**config.mk**
```make
export PLATFORM = sky130hd
export DESIGN_NAME = ps2_host_tx
export DESIGN_NICKNAME = d
export VERILOG_FILES = /design/src/rtl/ps2_host_tx.sv
export SDC_FILE = /design/constraint.sdc
export NUM_CORES = 1
export LEC_CHECK = 0
export ABC_CLOCK_PERIOD_IN_PS = 2350
export CORE_MARGIN = 2
export CORE_UTILIZATION = 50
export DETAILED_ROUTE_END_ITERATION = 12
export PLACE_DENSITY = 0.79
export SKIP_LAST_GASP = 1
export SLEW_MARGIN = 20
export SYNTH_ARGS = -nofsm -noshare
export SYNTH_HDL_FRONTEND = slang
export SYNTH_SLANG_ARGS = --single-unit
```
**constraint.sdc**
```tcl
create_clock -name clk -period 2.35 [get_ports clk]
set_clock_uncertainty 0.1 [all_clocks]
set_input_delay 0.705 -clock clk [delete_from_list [all_inputs] [get_ports clk]]
set_output_delay 0.705 -clock clk [all_outputs]
set_load 0.05 [all_outputs]
```
**src/rtl/ps2_host_tx.sv**
```systemverilog
// PS/2 host-to-device command transmitter: request-to-send, odd-parity serialisation
// on device-generated clock edges, line-level acknowledge check and inter-edge watchdog.
module ps2_host_tx #(
    parameter int INHIBIT_CYCLES = 5000,
    parameter int TIMEOUT_CYCLES = 750000
) (
    input  logic       clk,
    input  logic       reset,
    input  logic [7:0] cmd_byte,
    input  logic       cmd_valid,
    output logic       cmd_ready,
    input  logic       ps2_clk_in,
    input  logic       ps2_data_in,
    output logic       ps2_clk_oe,
    output logic       ps2_data_oe,
    output logic       busy,
    output logic       done,
    output logic       ack_error,
    output logic       timeout_error
);

    localparam int CNT_MAX = (INHIBIT_CYCLES > TIMEOUT_CYCLES) ? INHIBIT_CYCLES : TIMEOUT_CYCLES;
    localparam int CNT_W   = $clog2(CNT_MAX + 1);
    localparam logic [CNT_W-1:0] INHIBIT_LOAD = CNT_W'(INHIBIT_CYCLES - 1);
    localparam logic [CNT_W-1:0] TIMEOUT_LOAD = CNT_W'(TIMEOUT_CYCLES);
    localparam logic [CNT_W-1:0] CNT_ONE      = CNT_W'(1);

    localparam logic [2:0] S_IDLE      = 3'd0;
    localparam logic [2:0] S_INHIBIT   = 3'd1;
    localparam logic [2:0] S_REQUEST   = 3'd2;
    localparam logic [2:0] S_SHIFT     = 3'd3;
    localparam logic [2:0] S_ACK       = 3'd4;
    localparam logic [2:0] S_WAIT_IDLE = 3'd5;

    logic [2:0]       r_state;
    logic [1:0]       r_clk_sync;
    logic [1:0]       r_data_sync;
    logic             r_clk_prev;
    logic [8:0]       r_shift;
    logic [3:0]       r_bit_cnt;
    logic [CNT_W-1:0] r_cnt;
    logic             r_ack_bad;
    logic             r_clk_oe;
    logic             r_data_oe;
    logic             r_done;
    logic             r_ack_error;
    logic             r_timeout;

    logic w_clk_s;
    logic w_data_s;
    logic w_fe;
    logic w_watch;
    logic w_accept;
    logic w_expire;

    // NOTE: synchronisers reset to 1 so an idle (pulled-up) bus never looks like a falling edge.
    always_ff @(posedge clk or negedge reset) begin
        if (!reset) begin
            r_clk_sync  <= 2'b11;
            r_data_sync <= 2'b11;
            r_clk_prev  <= 1'b1;
        end else begin
            r_clk_sync  <= {r_clk_sync[0], ps2_clk_in};
            r_data_sync <= {r_data_sync[0], ps2_data_in};
            r_clk_prev  <= r_clk_sync[1];
        end
    end

    assign w_clk_s  = r_clk_sync[1];
    assign w_data_s = r_data_sync[1];
    assign w_fe     = r_clk_prev & ~w_clk_s;
    assign w_watch  = (r_state != S_IDLE) && (r_state != S_INHIBIT);
    assign w_accept = cmd_valid & cmd_ready;
    assign w_expire = w_watch && !w_fe && (r_cnt == CNT_ONE);

    always_ff @(posedge clk or negedge reset) begin
        if (!reset) begin
            r_state     <= S_IDLE;
            r_shift     <= '0;
            r_bit_cnt   <= '0;
            r_cnt       <= '0;
            r_ack_bad   <= 1'b0;
            r_clk_oe    <= 1'b0;
            r_data_oe   <= 1'b0;
            r_done      <= 1'b0;
            r_ack_error <= 1'b0;
            r_timeout   <= 1'b0;
        end else begin
            r_done      <= 1'b0;
            r_ack_error <= 1'b0;
            r_timeout   <= 1'b0;
            if (w_expire) begin
                r_timeout <= 1'b1;
                r_clk_oe  <= 1'b0;
                r_data_oe <= 1'b0;
                r_state   <= S_IDLE;
            end else begin
                if (w_watch) begin
                    r_cnt <= w_fe ? TIMEOUT_LOAD : r_cnt - CNT_ONE;
                end
                case (r_state)
                    S_IDLE: begin
                        r_clk_oe  <= 1'b0;
                        r_data_oe <= 1'b0;
                        if (w_accept) begin
                            r_shift  <= {~^cmd_byte, cmd_byte};
                            r_cnt    <= INHIBIT_LOAD;
                            r_clk_oe <= 1'b1;
                            r_state  <= S_INHIBIT;
                        end
                    end
                    // Start bit goes low one cycle before the clock is released.
                    S_INHIBIT: begin
                        if (r_cnt == CNT_ONE) begin
                            r_data_oe <= 1'b1;
                            r_cnt     <= TIMEOUT_LOAD;
                            r_state   <= S_REQUEST;
                        end else begin
                            r_cnt <= r_cnt - CNT_ONE;
                        end
                    end
                    S_REQUEST: begin
                        r_clk_oe  <= 1'b0;
                        r_bit_cnt <= '0;
                        r_state   <= S_SHIFT;
                    end
                    // Shift register refills with 1s, so the tenth edge drives the released stop bit.
                    S_SHIFT: begin
                        if (w_fe) begin
                            r_data_oe <= ~r_shift[0];
                            r_shift   <= {1'b1, r_shift[8:1]};
                            r_bit_cnt <= r_bit_cnt + 4'd1;
                            if (r_bit_cnt == 4'd9) begin
                                r_state <= S_ACK;
                            end
                        end
                    end
                    S_ACK: begin
                        if (w_fe) begin
                            r_ack_bad <= w_data_s;
                            r_data_oe <= 1'b0;
                            r_state   <= S_WAIT_IDLE;
                        end
                    end
                    S_WAIT_IDLE: begin
                        if (w_clk_s && w_data_s) begin
                            r_done      <= 1'b1;
                            r_ack_error <= r_ack_bad;
                            r_state     <= S_IDLE;
                        end
                    end
                    default: begin
                        r_clk_oe  <= 1'b0;
                        r_data_oe <= 1'b0;
                        r_state   <= S_IDLE;
                    end
                endcase
            end
        end
    end

    assign ps2_clk_oe    = r_clk_oe;
    assign ps2_data_oe   = r_data_oe;
    assign busy          = (r_state != S_IDLE);
    assign cmd_ready     = (r_state == S_IDLE) && !r_done && !r_timeout;
    assign done          = r_done;
    assign ack_error     = r_ack_error;
    assign timeout_error = r_timeout;

endmodule
```
# Word level (Yosys, flattened, before mapping)
# Cells that the tools add are included.
# totals
in_bits	13
reg_bits	47
output_inout_bits	7
# classes
n_bitwise	5
addsub	2
eq_ne	18
mux	33
n_reduce_logical	21
# op_table
cell	n
$mux 20	4
$pmux 20 s2	1
$mux 3	7
$eq 20x1->1 const B	1
$sub 20x1->20 const B	1
$mux 9	2
$ne 3x3->1 const B	6
$pmux 3 s6	1
$pmux 9 s2	1
$mux 1	13
$pmux 4 s2	1
$reduce_and 4->1	2
$reduce_xnor 8->1	1
$eq 3x2->1 const B	2
$eq 3x3->1 const B	2
$logic_and 1x1->1	6
$reduce_and 3->1	2
$reduce_and 6->1	1
$add 4x1->4 const B	1
$eq 4x4->1 const B	1
$mux 4	1
$ne 2x1->1 const B	2
$ne 2x2->1 const B	2
$pmux 1 s4	1
11 further kinds	17

# Longest topological paths before layout
# Gate-level depths: netlist of run 1.
# logic_depth
depth_word	7
mapped_depth	8

# Least setup slack after synthesis of run 1
# OpenSTA, ideal clock, no wires.
# synth_timing
path_kind	register to output
start	reg r_state[0]
end	out cmd_ready
required_time_ps	1545
path_stages_with_launch	5
n_path_buf	1
setup_slack_ps	-950
t_arrival_ps	2495
path_cell_list	dfrtp_1 > buf_2 > nor3_4 > clkinv_1 > nor3_1
# synth_between
elab_chain_len	3
# synth_rtl
element	line	source
start, declared	35	logic [2:0] r_state;
start signal, assigned	78	r_state <= S_IDLE;
start signal, assigned	96	r_state <= S_IDLE;
start signal, assigned	109	r_state <= S_INHIBIT;
$logic_not 3->1	165	assign cmd_ready = (r_state == S_IDLE) && !r_done && !r_timeout;
$logic_and 1x1->1 (2 in series)	165	
end, declared	11	output logic cmd_ready,
# No other way between the ends.

# Final worst setup path of run 1
# layout_timing
start	reg r_data_oe, in the netlist ps2_data_oe
end	out ps2_data_oe
# layout_lines
element	line	source
start, declared	44	logic r_data_oe;
start signal, assigned	130	r_data_oe <= ~r_shift[0];
end, declared	15	output logic ps2_data_oe,
# No word-level cell between the ends.

==> impl_summary.md, run 1 <==
Run status
The run finished with clean final reports.

Critical path
The required time reported for the critical path endpoint is 1.54 ns. The largest single stage delay on the critical path is 0.80 ns. In this run the worst path has a maximum fanout of 2. Walking the worst path, the cells encountered are clkdlybuf4s50_1. The worst path arrival time is 1.47 ns. The library cell contributing the largest single delay on the critical path is sky130_fd_sc_hd__clkdlybuf4s50_1. The critical path launch point type is a register. Among cell families on the critical path, the largest total delay comes from buffers and inverters. The number of cells on the worst reg-to-reg path is 8.

In this run the critical register-to-register path is launched from r_cnt[1]. In this run the critical register-to-register path is captured at r_cnt[9]. The kind of critical path is reg -> out. The number of buffer and inverter stages on the critical path is 1. The worst setup path is captured at an output pin. The setup check on the worst reg-to-reg path leaves a slack of 0.08 ns.

Timing
The worst path uses 96.9% of the clock period. The count of endpoints failing hold in the final timing report is 0. The normalized max-slew margin is 67.2%.

The highest clock frequency the design can meet is 439 MHz. The actual slew at the worst max-slew pin is 0.490 ns. The total negative slack for setup checks is 0 ns.

Setup repair after global routing could not meet its margin everywhere. The post-route minimum period is 2.28 ns. The tightest hold path in the finished design has a slack of 0.232 ns.

The count of endpoints failing setup in the final report is 0. The max-slew violation count is 0.

Synth
The synthesized area per cell is 9.18 um2. The share of the Yosys chip area taken by registers is 42.4%. The synthesized-area fraction occupied by adder cells is 1.79%. The synthesized netlist devotes 23.6% of its cell area to simple gates.

The synthesized net count is 321. The synthesized netlist devotes 3.45% of its cell area to XOR and XNOR gates. After synthesis, the largest family of logic cells by area is simple AND/OR/NAND/NOR gates.

By area the synthesized netlist is led by sky130_fd_sc_hd__dfrtp_1 (38%), sky130_fd_sc_hd__nor2_1 (4.8%), sky130_fd_sc_hd__dfstp_2 (4.7%), sky130_fd_sc_hd__a21oi_1 (4.3%), sky130_fd_sc_hd__mux2i_1 (4.3%). In this run, synthesis produced a sequential element count of 47. In the synthesized netlist the dominant register cell turns out to be sky130_fd_sc_hd__dfrtp_1. In the synthesized netlist, mux cells make up 5.11% of the area. The synthesized design spends more area on one cell type than any other, namely sky130_fd_sc_hd__dfrtp_1. The synthesized design contains 0 enable-type register cells. The compound-cell area share of the yosys netlist is 20.5%.

The distinct cell type count of the synthesized netlist is 62. During synthesis, Yosys emitted a total of 0 warnings. The proportion of register bits with asynchronous set or reset after synthesis is 100%.

The cell area after synthesis is 0.00279 mm2. After technology mapping, the gate count stands at 304. Of the post-synthesis cell area, the dominant cell type holds 37.7%.

Global route
For this run, the total global-route usage over all layers was measured as 24.5%. The first global-routing pass estimated 11900 um of wire. The via count of the first global-routing pass came to 2538. The number of antenna violations at the first check in global routing is 0. The pin count of the biggest net entering global routing is 20. The residual overflow from global routing is 0.

Drt
For this block, the initial DRC count from the detailed router was 280. The total routed wirelength is 7100 um. After detailed routing, the number of remaining DRC violations is 0. The number of search-and-repair iterations in the first detailed-routing pass is 5. The detailed-route vias per instance is 6.17. The final route contains 2596 vias. In this run the remaining antenna-violating nets after routing total 0. The average routed wire per standard cell is 16.9 um.

Clock tree
The CTS tree is yes. The deepest clock path buffer count is 2. The number of clock buffers inserted by TritonCTS is 5. The number of clock sinks is 47.

The clock transition at the registers of the reported paths is 0.09 ns. The number of hold buffers added after CTS was 0. The cell at the root of the clock tree is sky130_fd_sc_hd__clkbuf_8. The clock latency of the later-clocked register in the worst-skew pair is 0.30 ns. The deepest level of the CTS H-tree is 2.

Die
During I/O placement, the number of pins put on the boundary was 20. The row count is 27. The die is 78.7 um wide.

The effective utilization at floorplan is 51.3%. The area enclosed by the die boundary is 0.00619 mm2. The core area is 0.00544 mm2. The chip height is 78.7 um.

Placed design
After legalization and detailed placement, the total HPWL measured 5240 um. The number of placed cells counting well taps is 409. Routability-driven placement finished with a final weighted congestion of 0.900.

The number of port buffers is 19. The placed instance area is 0.00324 mm2.

Layout
The count of cells in the finished layout, fillers not included, comes to 421. In the final layout, the share of cells above drive strength 1 is 22.1%. The count of inserted antenna diode cells is 0. After routing the design area is 0.00341 mm2. The final layout contains 365 nets. The area added between synthesis and finish is 22.2%. The filler cells instantiated in the layout total 460.

Pwr
For this design the static power due to leakage is 1.50 nW. The power per standard cell area is 440 mW/mm2. The worst voltage drop across the vdd grid is 381 uV.

Hold path
The type of the most critical hold path is in -> async.

Flow run
Max-cap violations in this run came to 0.
==> kinds of logic after synthesis <==
family	after synthesis
AOI/OAI and AO/OA	87
xor gates and xnor gates	11
adders and majority gates	4
buffers and inverters	20
DFF	47
muxes	14
and+or+nand+nor	121
==> repair_timing <==
item,4_1_cts,5_1_grt
pin swaps,1,1
setup endpoints to repair,1,16
buffers inserted,1,3
resized for setup,2,5
==> power breakdown <==
part / switching [mW] / internal (mW) / total (mW)
clock: 0.275 / 0.317 / 0.592
sequential: 0.00414 / 0.817 / 0.821
combinational: 0.0435 / 0.0427 / 0.0862
==> synth_stat cells, drive strengths merged (3+ instances only) <==
master  instances
o21ai          21
a211o           3
clkbuf          5
nand2          20
a21oi          25
or3             4
o211ai          3
dfrtp          42
and2            4
o31ai           5
nand3           9
mux2i          12
nor4            4
ha              4
or2             4
xnor2           7
inv             6
nand2b          5
a21o            4
dfstp           5
a31oi          10
nor2           36
xor2            4
buf             8
nor3           19
nor2b           4
o22ai           3
==> per-layer routing <==
layer / GRT usage [%] / wire, um / share of wire, %
met3: 4.20 / 462 / 6.5
met4: 10.0 / 211 / 3.0
met2: 43.5 / 3570 / 50
met1: 29.3 / 2860 / 40
met5: 0 / 0 / 0
==> cell usage in the layout, fill, tap and decap left out, types with 3 or more instances in the layout <==
cell,count
sky130_fd_sc_hd__o21ai_0,19
sky130_fd_sc_hd__clkdlybuf4s50_1,13
sky130_fd_sc_hd__buf_12,3
sky130_fd_sc_hd__or3_1,4
sky130_fd_sc_hd__nand2_1,19
sky130_fd_sc_hd__nand2b_1,5
sky130_fd_sc_hd__xor2_1,4
sky130_fd_sc_hd__a31oi_1,9
sky130_fd_sc_hd__a21o_1,4
sky130_fd_sc_hd__nor2b_1,4
sky130_fd_sc_hd__clkbuf_8,5
sky130_fd_sc_hd__nor2_1,35
sky130_fd_sc_hd__o22ai_1,3
sky130_fd_sc_hd__a211o_1,3
sky130_fd_sc_hd__mux2i_1,12
sky130_fd_sc_hd__nor3_1,16
sky130_fd_sc_hd__xnor2_1,7
sky130_fd_sc_hd__buf_4,33
sky130_fd_sc_hd__a21oi_1,24
sky130_fd_sc_hd__ha_1,4
sky130_fd_sc_hd__nand3_1,8
sky130_fd_sc_hd__dfrtp_2,3
sky130_fd_sc_hd__dfrtp_1,39
sky130_fd_sc_hd__and2_1,3
sky130_fd_sc_hd__dfstp_2,5
sky130_fd_sc_hd__or2_2,3
sky130_fd_sc_hd__o31ai_1,3
sky130_fd_sc_hd__inv_1,6
==> stage by stage <==
| stage | total power, mW | util (%) | setup WS [ns] |
|---|---|---|---|
| finish | 1.50 | 62.7 | 0.0736 |
| global route | 1.55 | 62.7 | -0.0333 |
| CTS | 1.51 | 61.7 | 0.00388 |
| detailed placement | 0.922 | 59.5 | -0.156 |
| global placement | 0.921 | 59.5 | -0.134 |
| floorplan | 0.871 | - | 0.00237 |
==> layout make-up <==
| cell class | instances | area (um2) | share of cell area [%] |
|---|---|---|---|
| flip-flops and latches | 47 | 1190 | 34.8 |
| well taps | 72 | 90.1 | 2.64 |
| clock inverters | 3 | 43.8 | 1.28 |
| repair buffers | 50 | 443 | 13.0 |
| inverters | 7 | 31.3 | 0.918 |
| multi-input cells | 237 | 1550 | 45.3 |
| clock buffers | 5 | 68.8 | 2.02 |
==> sequential cells by signal, summed over array words and instances (netlist names) <==
signal	cells
ack_error	1
done	1
ps2_clk_oe	1
ps2_data_oe	1
r_ack_bad	1
r_bit_cnt	4
r_clk_prev	1
r_clk_sync	2
r_cnt	20
r_data_sync	2
r_shift	9
r_state	3
timeout_error	1
==> worst max path at each step <==
stage	startpoint	end	slack [ns]	cells past startpoint
floorplan	r_state[0]	cmd_ready	0.002	4
global placement	cmd_valid	r_cnt[5]	-0.13	7
detailed placement	cmd_valid	r_cnt[17]	-0.16	6
CTS	r_state[2]	cmd_ready	0.004	4
global route	r_cnt[1]	r_cnt[9]	-0.03	8
finish	ps2_data_oe	ps2_data_oe	0.07	1
(Power assumes the default switching activity.)
==> run 2, diff against run 1 <==
--- a/config.mk
+++ b/config.mk
@@ -5,11 +5,11 @@
 export SDC_FILE = /design/constraint.sdc
 export NUM_CORES = 1
 export LEC_CHECK = 0
-export ABC_CLOCK_PERIOD_IN_PS = 2350
+export CORE_ASPECT_RATIO = 0.7
 export CORE_MARGIN = 2
 export CORE_UTILIZATION = 50
 export DETAILED_ROUTE_END_ITERATION = 12
-export PLACE_DENSITY = 0.79
+export PLACE_DENSITY = 0.7
 export SKIP_LAST_GASP = 1
 export SLEW_MARGIN = 20
 export SYNTH_ARGS = -nofsm -noshare
==> run 2 against run 1 <==
  * Non-clock buffer count grew 6
  * Routed wire length grew 0.83%
  * Worst hold slack gained 0.0012 ns
  * Cell count grew 1.4%
  * First-iteration DRC count shrank 19%
  * Flip-flop and latch count is the same
  * Utilization grew 1.7 points
  * Critical path type unchanged
  * Highest routed layer unchanged
==> impl_summary.md, run 2 (same netlist as run 1, synthesis figures left out) <==
Critical path
The kind of cell with the highest combined delay along the critical path is buffers and inverters. The critical path launch point type is a register. By startpoint and endpoint, the worst setup path is classified as reg -> out. The required time reported for the critical path endpoint is 1.54 ns. The largest fanout of any net on the critical path is 3. The number of buffer and inverter stages on the critical path is 1. In this design, the stage delay of the slowest critical-path cell is 0.81 ns. Walking the worst path, the cells encountered are clkdlybuf4s50_1. The kind of end point of the critical path is an output pin.

The worst path arrival time is 1.48 ns. For this design, the slowest cell found on the critical path is sky130_fd_sc_hd__clkdlybuf4s50_1.

Timing
The count of endpoints failing hold in the final timing report came to 0. The normalized max-slew margin is 66.6%. Of the available clock period, the critical path in the final layout requires 97.2%. The actual slew at the worst max-slew pin is 0.500 ns. For the final routed database, the setup TNS stands at 0 ns. The count of endpoints failing setup in the final report is 0. The highest clock frequency the design can meet is 438 MHz. Setup repair after global routing could not meet its margin everywhere. The max-slew violation count is 0. The post-route minimum period is 2.29 ns.

Layout
The area added between synthesis and finish is 22.5%. Of the cells placed in the final design, the portion with a size suffix greater than 1 is 21.4%. In the final layout, the registers with the most flip-flops are r_cnt (20), r_shift (9), r_bit_cnt (4). The library cells used most frequently in the layout, excluding fill and tap cells, are sky130_fd_sc_hd__dfrtp_1 (42), sky130_fd_sc_hd__buf_4 (38), sky130_fd_sc_hd__nor2_1 (36). The number of nets at the end of the flow is 371.

The leading cell type in the layout, fill and taps excluded is sky130_fd_sc_hd__dfrtp_1. The register with the most flip-flops in the layout has 20 of them. The final-layout fill cell count is 453.

The post-route standard cell area excluding fillers is 0.00342 mm2. The register with the most flip-flops in the final layout is r_cnt. The count of inserted antenna diode cells is 0.

Drt
The routed design has 7160 um of wire. The number of search-and-repair iterations in the first detailed-routing pass is 5. After the first detailed-routing iteration, the DRC count stood at 226. After detailed routing, the average wire length per cell comes to 16.8 um. For this block, the via count after detailed routing is 2570.

The post-detailed-route DRC marker count is 0. The detail route stage leaves a number of antenna-violating nets equal to 0. The detailed-route vias per instance is 6.02.

Global route
Entering global routing, the biggest net connects 31 pins. The first global-routing pass estimated 12200 um of wire. The via count of the first global-routing pass is 2392.

The number of antenna violations at the first check in global routing was 0. Global routing consumed, over all layers together, 25.4% of the routing resources. The total overflow left after global routing is 0.

Clock tree
The deepest level of the CTS H-tree is 2. The cell at the root of the clock tree is sky130_fd_sc_hd__clkbuf_8. The clock latency of the later-clocked register in the worst-skew pair is 0.30 ns. Hold repair after CTS inserted 0 buffers. The CTS tree is yes.

The number of clock sinks is 47. The deepest clock path buffer count is 2. The number of clock buffers inserted by TritonCTS is 5. The clock transition at the registers of the reported paths is 0.08 ns.

Placed design
Summing all placed instances gives a cell area of 0.00331 mm2. The placed wire-length estimate after detailed placement is 5410 um. At the end of routability-driven placement, the weighted congestion stood at 0.983.

The number of port buffers is 19.

Die
The chip width is 93.3 um. The die covers 0.00620 mm2. The chip height is 66.5 um. In this run the core area contains 22 standard-cell rows. The effective utilization at floorplan is 52.5%. After floorplanning, the core was sized to cover 0.00531 mm2.

In this run the count of I/O pins placed on the die edge is 20.

Pwr
The worst voltage drop across the vdd grid is 245 uV. The leakage power of the design is 1.52 nW. The power per standard cell area is 404 mW/mm2. The total design power is 1.38 mW.

Hold path
The type of the most critical hold path is in -> async.

Flow run
The number of max-capacitance violations reported is 0.

Run status
The run finished with clean final reports.
[run 2: what timing repair did]
| action | in CTS | in global routing |
|---|---|---|
| gates resized for setup | 0 | 2 |
| setup buffers | 0 | 2 |
| endpoints found under the setup margin | 0 | 7 |
[run 2: area by class of cell]
type / instances / area, um2 / share of cell area (%)
clock inverters: 2 / 12.5 / 0.366
repair buffers: 56 / 490 / 14.4
well taps: 72 / 90.1 / 2.64
inverters: 7 / 31.3 / 0.915
multi-input cells: 237 / 1540 / 45.0
flip-flops and latches: 47 / 1180 / 34.6
clock buffers: 6 / 72.6 / 2.12
[run 2: final timing paths]
kind,startpoint,to,slack (ns),cells past startpoint
worst max-delay path,ps2_clk_oe,ps2_clk_oe,0.06,1
worst min register to register,r_data_sync[0],r_data_sync[1],0.26,0
min in group clk,r_data_sync[0],r_data_sync[1],0.26,0
worst min-delay path,reset,r_bit_cnt[3],0.23,1
max in group asynchronous,reset,r_data_sync[1],1.35,2
worst max register to register,r_cnt[1],r_cnt[9],0.07,8
[run 2: worst register-to-register path, delay by kind of cell (launching register included)]
family                   cells  cell delay (ns)
AND/OR/NAND/NOR              2             0.40
flip-flops                   1             0.41
adder cells (fa/ha/maj)      1             0.14
AO/OA/AOI/OAI                3             0.85
buffers and inverters        2             0.26
[run 2: layer usage]
layer  vias up  track usage (%)  wire (um)
met5         -                0          0
met1      1227             39.1       3430
met2       128             37.2       3030
met3         5             3.73        643
met4         0             6.43         54
li1       1210                -          -
[run 2: power by group]
group	switching, mW	internal [mW]
combinational	0.0434	0.0438
clock	0.265	0.208
sequential	0.00303	0.817
total	0.311	1.07
[run 2: stage by stage]
step / utilization [%] / cells / hold slack (ns) / worst slack (ns)
4_1_cts: 63.9 / 425 / 0.244 / 0.0471
6_report: 64.3 / 427 / 0.233 / 0.0646
2_1_floorplan: - / 304 / 0.245 / 0.00237
3_3_place_gp: 62.3 / 417 / 0.247 / 0.0188
3_5_place_dp: 62.3 / 417 / 0.247 / -0.0200
5_1_grt: 64.3 / 427 / 0.263 / -0.0366
